<file path="src/rtl/recall_pkg.sv">
// Shared types and constants for the memory-game recall checker.
// Pointer width covers 0..16 inclusive so a full buffer is distinguishable from empty.
package recall_pkg;

    localparam int DEPTH_DEFAULT = 16;
    localparam int DW_DEFAULT    = 4;
    localparam int PTR_W         = 5;

    typedef enum logic [1:0] {
        IDLE    = 2'd0,
        CAPTURE = 2'd1,
        RECALL  = 2'd2,
        VERDICT = 2'd3
    } state_t;

    function automatic logic [PTR_W-1:0] to_ptr(input int value);
        logic [31:0] v;
        v = value;
        return v[PTR_W-1:0];
    endfunction

endpackage

</file>
<file path="src/rtl/recall_mem.sv">
// Small register file holding the flashed digits: synchronous write, combinational read.
// Addresses are full pointer width; reads at or beyond DEPTH return zero.
module recall_mem
    import recall_pkg::*;
#(
    parameter int DEPTH = DEPTH_DEFAULT,
    parameter int DW    = DW_DEFAULT
) (
    input  logic             clock,
    input  logic             wr_en,
    input  logic [PTR_W-1:0] wr_addr,
    input  logic [DW-1:0]    wr_data,
    input  logic [PTR_W-1:0] rd_addr,
    output logic [DW-1:0]    rd_data
);

    logic [DEPTH*DW-1:0] rows_flat;

    generate
        for (genvar gi = 0; gi < DEPTH; gi++) begin : g_row
            logic          row_we;
            logic [DW-1:0] row_reg;

            assign row_we = wr_en && (wr_addr == to_ptr(gi));

            always_ff @(posedge clock) begin
                if (row_we) begin
                    row_reg <= wr_data;
                end
            end

            assign rows_flat[gi*DW +: DW] = row_reg;
        end
    endgenerate

    always_comb begin
        rd_data = '0;
        for (int i = 0; i < DEPTH; i++) begin
            if (rd_addr == to_ptr(i)) begin
                rd_data = rows_flat[i*DW +: DW];
            end
        end
    end

endmodule

</file>
<file path="config.mk">
export PLATFORM = sky130hd
export DESIGN_NAME = recall_mem
export DESIGN_NICKNAME = d
export VERILOG_FILES = /design/src/rtl/recall_pkg.sv /design/src/rtl/recall_mem.sv
export SDC_FILE = /design/constraint.sdc
export NUM_CORES = 1
export LEC_CHECK = 0
export CORE_UTILIZATION = 45
export CTS_CLUSTER_DIAMETER = 30
export DETAILED_ROUTE_END_ITERATION = 12
export GPL_TIMING_DRIVEN = 0
export PLACE_DENSITY_LB_ADDON = 0.1
export SLEW_MARGIN = 10
export SYNTH_ARGS = -nofsm -noshare
export SYNTH_HDL_FRONTEND = slang
export SYNTH_SLANG_ARGS = --single-unit
export TNS_END_PERCENT = 100
</file>
<file path="constraint.sdc">
create_clock -name clock -period 1.7 [get_ports clock]
set_input_delay 0.17 -clock clock [delete_from_list [all_inputs] [get_ports clock]]
set_output_delay 0.17 -clock clock [all_outputs]
set_load 0.005 [all_outputs]
</file>
Word-level counts from Yosys, hierarchy flattened
Index checks and enable logic that the tools add are counted.
{"block": "op_classes", "addsub": 0, "multipliers": 0, "n_div": 0, "n_lt_le_gt_ge": 0, "eq_ne": 30, "shift": 0, "mux": 16, "bitwise": 0, "n_reduce_logical": 18}
{"cell": "== test 5 x 4 -> 1 bit, second input constant", "n": 16}
{"cell": "two-way mux 4 bit", "n": 16}
{"cell": "== test 5 x 3 -> 1 bit, second input constant", "n": 8}
{"cell": "== test 5 x 2 -> 1 bit, second input constant", "n": 4}
{"cell": "logical AND 1 bit", "n": 16}
{"cell": "== test 5 x 1 -> 1 bit, second input constant", "n": 2}
{"cell": "logical NOT 5 bit", "n": 2}
{"block": "totals", "regBits": 64, "latchBits": 0, "ramBits": 0, "romBits": 0, "inputBits": 16, "out_inout_bits": 4, "word_cells": 80, "memories": 0}

Depth between registers and ports, before layout
Gate-level depths: netlist of the first run.
{"block": "depth", "ltp_word": 17, "mapped_depth": 7}

Worst setup path after synthesis of the first run
No wires, ideal clock.
{"block": "synth_timing", "path_kind": "input -> register", "from": "input port wr_addr[4]", "to": "register g_row[0].row_reg[0], enable pin", "arrival_time_ns": 1.021, "slack_ns": 0.318, "stages": 3, "cell_sequence": "nand2b_1 > or3_1 > nor3_1"}
{"block": "synth_between", "elab_chain_cells": 2}
{"element": "from (decl)", "line_no": "recall_mem.sv:11", "rtl": "input logic [PTR_W-1:0] wr_addr,"}
{"element": "logical NOT 5 bit", "line_no": "recall_mem.sv:24", "rtl": "assign row_we = wr_en && (wr_addr == to_ptr(gi));"}
{"element": "logical AND 1 bit", "line_no": "recall_mem.sv:24"}
{"element": "named net g_row[0].row_we", "line_no": "recall_mem.sv:21", "rtl": "logic row_we;"}
{"element": "to (signal assigned)", "line_no": "recall_mem.sv:28", "rtl": "row_reg <= wr_data;"}
{"element": "to (decl)", "line_no": "recall_mem.sv:22", "rtl": "logic [DW-1:0] row_reg;"}
The timed path passes the listed nets, and every way through them passes these cells.
A chain may end at the register's enable or synchronous reset.

Worst setup path in the final report of the first run
{"block": "layout_timing", "from": "register g_row[0].row_reg[3]", "to": "output port rd_data[3]"}
{"block": "layout_between", "elab_chain_cells": 16}
{"element": "two-way mux 4 bit (16 in a row)", "line_no": "recall_mem.sv:39", "rtl": "if (rd_addr == to_ptr(i)) begin"}
{"element": "to (decl)", "line_no": "recall_mem.sv:14", "rtl": "output logic [DW-1:0] rd_data"}
No other way between the ends.

==> results.cfg, run 1 <==
[timing]
finalSetupViolCount = 4
hold_viol_final = 0
min_period_over_period_pct = 110
drv_slew = 0
setup_tns_ns = -0.397
rsz0062_at_grt = yes
maxSlewHeadroom_pct = 46.5
fin_ws_ns = -0.167
min_period_ns = 1.87
tightest_slew_ns = 0.796
fmax_mhz = 536

[route]
finalWirelength_um = 6040
via_per_inst = 5.92
drc = 0
dr.pass1.iters = 4
wire_per_inst_um = 20.3
first_iter_violations = 207
via_count = 1763
ant_nets = 0

[setup_path]
end_kind = output pin
crit_type = reg -> out
cp-start-kind = flop
cp_data_required_time_ns = 1.53
worstSetupStartpoint = g_row[0].row_reg[3]
worstPathArrival_ns = 1.70
worst-path-max-fanout = 1

[synth]
synth_area_leader_cell = edfxtp_1
syn_inst = 190
synthFlopType = edfxtp_1
ys_warn_count = 0
synth_top_area_share_pct = 68.2
yosys.cell_count.top_type = edfxtp_1
syn_nets = 206
synth_commonest_cells = edfxtp_1, nor2_1, nor3_1
synth.avg_cell_area_um2 = 14.8
synth_edf_count = 64
ys_seq_area_share_pct = 68.2
synth_seq_cells = 64
yosys-top-cells-area = edfxtp_1, mux4_1, nor2_1
syn_area_um2 = 2820
async_flop_share_pct = 0
synth_cell_type_count = 37

[global_route]
grt_max_degree = 17
grt_overflow = 0
grt_pass1_vias = 1754
grt_pass1_wl_um = 9520
grtUsageTotal_pct = 20.9
antenna_found_initial = 0

[cells_and_area]
multiInputGateArea_um2 = 861
largest_reg_flops = 64
regArea_um2 = 1920
nets = 234
area_growth_pct = 17.0
fillCellCount = 496
diodes = 0
fin_cells = 298
drive_gt1_share_pct = 21.5

[min_path]
hold_path.class = in -> reg
hp-start = wr_addr[3]

[cts]
htreeDepth = 3
clkSinkCount = 64
cts_buffer_depth = 2
clk_pin_slew_worst_paths_ns = 0.07
clock-root-buffer = clkbuf_8
numCtsBuffers = 9
cts_tree = built

[run_status]
outcome = finished, violations left
violations = negative setup slack

[die]
ioPinCount = 20
chipHeight_um = 81.1
core-area_um2 = 5990
fp.dieArea_um2 = 6580
start_util_pct = 47.0
std_cell_rows = 28
die_w_um = 81.1

[pwr]
power.density_nw_per_um2 = 982
power.total_w = 0.00324
ir_drop_v = 0.000463
leakagePower_nw = 1.06

[place]
io_buffers = 17
dp_hpwl_um = 4130
dp.cells = 282
routabilityCongestion = 0.843
post-place-ws_ns = -0.766

[flow_run]
cap_violations = 0
## worst max-delay path, cell delays in order, from the launching register on
cell and delay (ns):
edfxtp_1 0.37, mux2_2 0.28, a21oi_2 0.13, o21ai_1 0.07, a311oi_1 0.27, o22ai_1 0.11
buf_2 0.14
## cell usage in the layout (no fill, tap or decap), types with 5 or more instances in the layout
cell	instances
edfxtp_1	64
nor2_1	20
clkdlybuf4s50_1	11
nand2b_1	9
nand2_1	9
clkbuf_8	9
a21oi_1	7
buf_2	6
mux4_2	6
nor3_2	5
o21ai_0	5
mux2i_1	5
nor3_1	5
## what timing repair did
action                                  CTS  global route
endpoints found under the setup margin    8             8
hold buffers                              0             0
resized for setup                        38             7
setup buffers                             0             0
pin swaps                                11             2
## per-stage QoR
stage	hold slack, ns	instance area [um2]	utilization (%)
after floorplan	0.269	2820	-
after global placement	1.05	3080	51.4
after detailed placement	1.08	3080	51.4
after CTS	0.727	3280	54.8
after global routing	0.780	3300	55.0
final	0.741	3300	55.0
## path summary, 6_finish.rpt
check | slack [ns] | cells after the start | endpoint
setup / recovery | -0.17 | 6 | rd_data[3]
hold / removal | 0.74 | 3 | g_row[8].row_reg[0]
## metal layers
| layer | vias up | GRT usage (%) | share of wire [%] |
|---|---|---|---|
| li1 | 802 | - | - |
| met1 | 884 | 29.8 | 46 |
| met2 | 71 | 30.8 | 47 |
| met3 | 6 | 5.62 | 6.1 |
| met4 | 0 | 7.50 | 1.3 |
| met5 | - | 0 | 0 |
## logic make-up after synthesis
logic type,after synthesis,share of synthesized area [%]
AO/OA/AOI/OAI,33,7.37
buffers and inverters,11,2.80
flip-flops,64,68.2
multiplexers,14,9.10
AND/OR/NAND/NOR,68,12.5
## final cells by class
class | count | area share, %
Buffer | 9 | 2.58
Clock buffer | 12 | 4.10
Clock inverter | 4 | 1.37
Inverter | 2 | 0.228
Multi-Input combinational cell | 115 | 26.1
Sequential cell | 64 | 58.3
Tap cell | 75 | 2.85
Timing Repair Buffer | 17 | 4.48
## where the power goes
| part | leakage, nW | switching, W | internal, W |
|---|---|---|---|
| Combinational | 0.397 | 0.000151 | 0.000113 |
| Sequential | 0.577 | 0.00000464 | 0.00176 |
| Clock | 0.0857 | 0.000544 | 0.000669 |
Power figures use the tool's default switching activity.
==> run 2, diff against run 1 <==
Settings changed: SETUP_SLACK_MARGIN set to 0.1.
==> results.cfg, run 2 (synthesis results as in run 1) <==
[cts]
cts_tree = built
clkSinkCount = 64
cts_setup_buffers = 0
clock-root-buffer = clkbuf_8
htreeDepth = 3
cts_buffer_depth = 2
numCtsBuffers = 9
clk_pin_slew_worst_paths_ns = 0.07
holdBufCountCts = 0

[die]
fp.dieArea_um2 = 6580
ioPinCount = 20
core-area_um2 = 5990
std_cell_rows = 28
chipHeight_um = 81.1
die_w_um = 81.1
start_util_pct = 47.0

[timing]
fin_ws_ns = -0.166
hold_viol_final = 0
maxSlewHeadroom_pct = 58.2
setup_tns_ns = -0.385
min_period_ns = 1.87
finalSetupViolCount = 4
rsz0062_at_grt = yes
drv_slew = 0
tightest_slew_ns = 0.625
fmax_mhz = 536
min_period_over_period_pct = 110

[setup_path]
cpPeakStageDelay_ns = 0.37
cp-start-kind = flop
cp_cell_sequence = mux2_2, a21oi_2, o21ai_1, a311oi_1, o22ai_1, buf_2
cp_data_required_time_ns = 1.53
crit_type = reg -> out
end_kind = output pin
cp_slowest_cell = edfxtp_1
worstPathArrival_ns = 1.70
worst-path-max-fanout = 1

[cells_and_area]
fillCellCount = 494
diodes = 0
drive_gt1_share_pct = 23.3
nets = 234
layout_commonest_cell = edfxtp_1
area_growth_pct = 17.7
mostFrequentLayoutCells = edfxtp_1, nor2_1, clkdlybuf4s50_1
largest_reg_flops = 64

[min_path]
hp-start = wr_en
holdPathStages = 3
hold_path.class = in -> reg
min_to = g_row[12].row_reg[0]

[route]
wire_per_inst_um = 20.5
drc = 0
first_iter_violations = 215
dr.pass1.iters = 5
ant_nets = 0
via_count = 1766
finalWirelength_um = 6110
via_per_inst = 5.93

[pwr]
ir_drop_v = 0.000459
power.total_w = 0.00324
leakagePower_nw = 1.06
power.density_nw_per_um2 = 976

[global_route]
antenna_found_initial = 0
grtUsageTotal_pct = 20.9
grt_overflow = 0
grt_max_degree = 17
grt_pass1_wl_um = 9520
grt_pass1_vias = 1754

[flow_run]
cap_violations = 0

[run_status]
violations = negative setup slack
outcome = finished, violations left

[place]
io_buffers = 17
routabilityCongestion = 0.843
dp_hpwl_um = 4130
==> run 2: cell count changes in the layout (fill, tap and decap cells not counted) <==
cell	change
nor2_1	-3
nor2_2	+3
nor3_1	-1
nor3_4	+1
==> run 2: worst max-delay path, delay by kind of cell (launching register included) <==
| kind | cells | cell delay [ns] |
|---|---|---|
| compound gates | 4 | 0.57 |
| flops | 1 | 0.37 |
| buf+inv | 1 | 0.14 |
| mux | 1 | 0.28 |
==> run 2: layer usage <==
metal | wire [um] | global-route usage, % | vias up
met2 | 2850 | 30.8 | 90
met4 | 61 | 7.50 | 0
met3 | 454 | 5.62 | 6
li1 | - | - | 802
met5 | 0 | 0 | -
met1 | 2740 | 29.8 | 868
==> run 2: metrics by stage <==
stage | std cells | instance area, um2 | util, % | setup WS, ns | hold slack [ns]
floorplan | 190 | 2820 | - | 0.318 | 0.269
global placement | 282 | 3080 | 51.4 | -0.774 | 1.05
detailed placement | 282 | 3080 | 51.4 | -0.766 | 1.08
CTS | 298 | 3280 | 54.8 | -0.184 | 0.727
global route | 298 | 3320 | 55.3 | -0.276 | 0.781
finish | 298 | 3320 | 55.3 | -0.166 | 0.740
==> run 2: what timing repair did <==
item                       in CTS  in global routing
pin swaps                      11                  2
resized for setup              38                 12
setup endpoints to repair       8                 28
cloned                          0                  0
==> run 2: final cells by class <==
cell class | instances | area, um2 | share of cell area (%)
buffer | 9 | 85.1 | 2.57
clock buffer | 12 | 135 | 4.08
clock inverter | 4 | 45.0 | 1.36
inverter | 2 | 7.51 | 0.226
multi-input combinational | 115 | 880 | 26.5
sequential | 64 | 1920 | 58.0
tap | 75 | 93.8 | 2.83
timing repair buffer | 17 | 148 | 4.45
==> run 2: how the worst max path moves through the flow <==
| stage | depth (start not counted) | slack (ns) | end | from |
|---|---|---|---|---|
| after detailed placement | 7 | -0.77 | rd_data[1] | rd_addr[1] |
| after floorplan | 3 | 0.32 | g_row[0].row_reg[0] | wr_addr[4] |
| after global placement | 7 | -0.77 | rd_data[1] | rd_addr[1] |
| after CTS | 6 | -0.18 | rd_data[3] | g_row[0].row_reg[3] |
| final | 6 | -0.17 | rd_data[3] | g_row[0].row_reg[3] |
| after global routing | 6 | -0.28 | rd_data[3] | g_row[0].row_reg[3] |
==> run 2: power by group <==
group          internal, W  total, W  switching (W)
Sequential         0.00176   0.00176     0.00000464
Clock             0.000669   0.00121       0.000540
Combinational     0.000114  0.000268       0.000154
Total              0.00254   0.00324       0.000699
==> run 3, diff against run 2 <==
Settings changed: HOLD_SLACK_MARGIN set to 0.08.
==> results of run 3 <==
Final layout, timing and power as in run 2 (identical DEF).
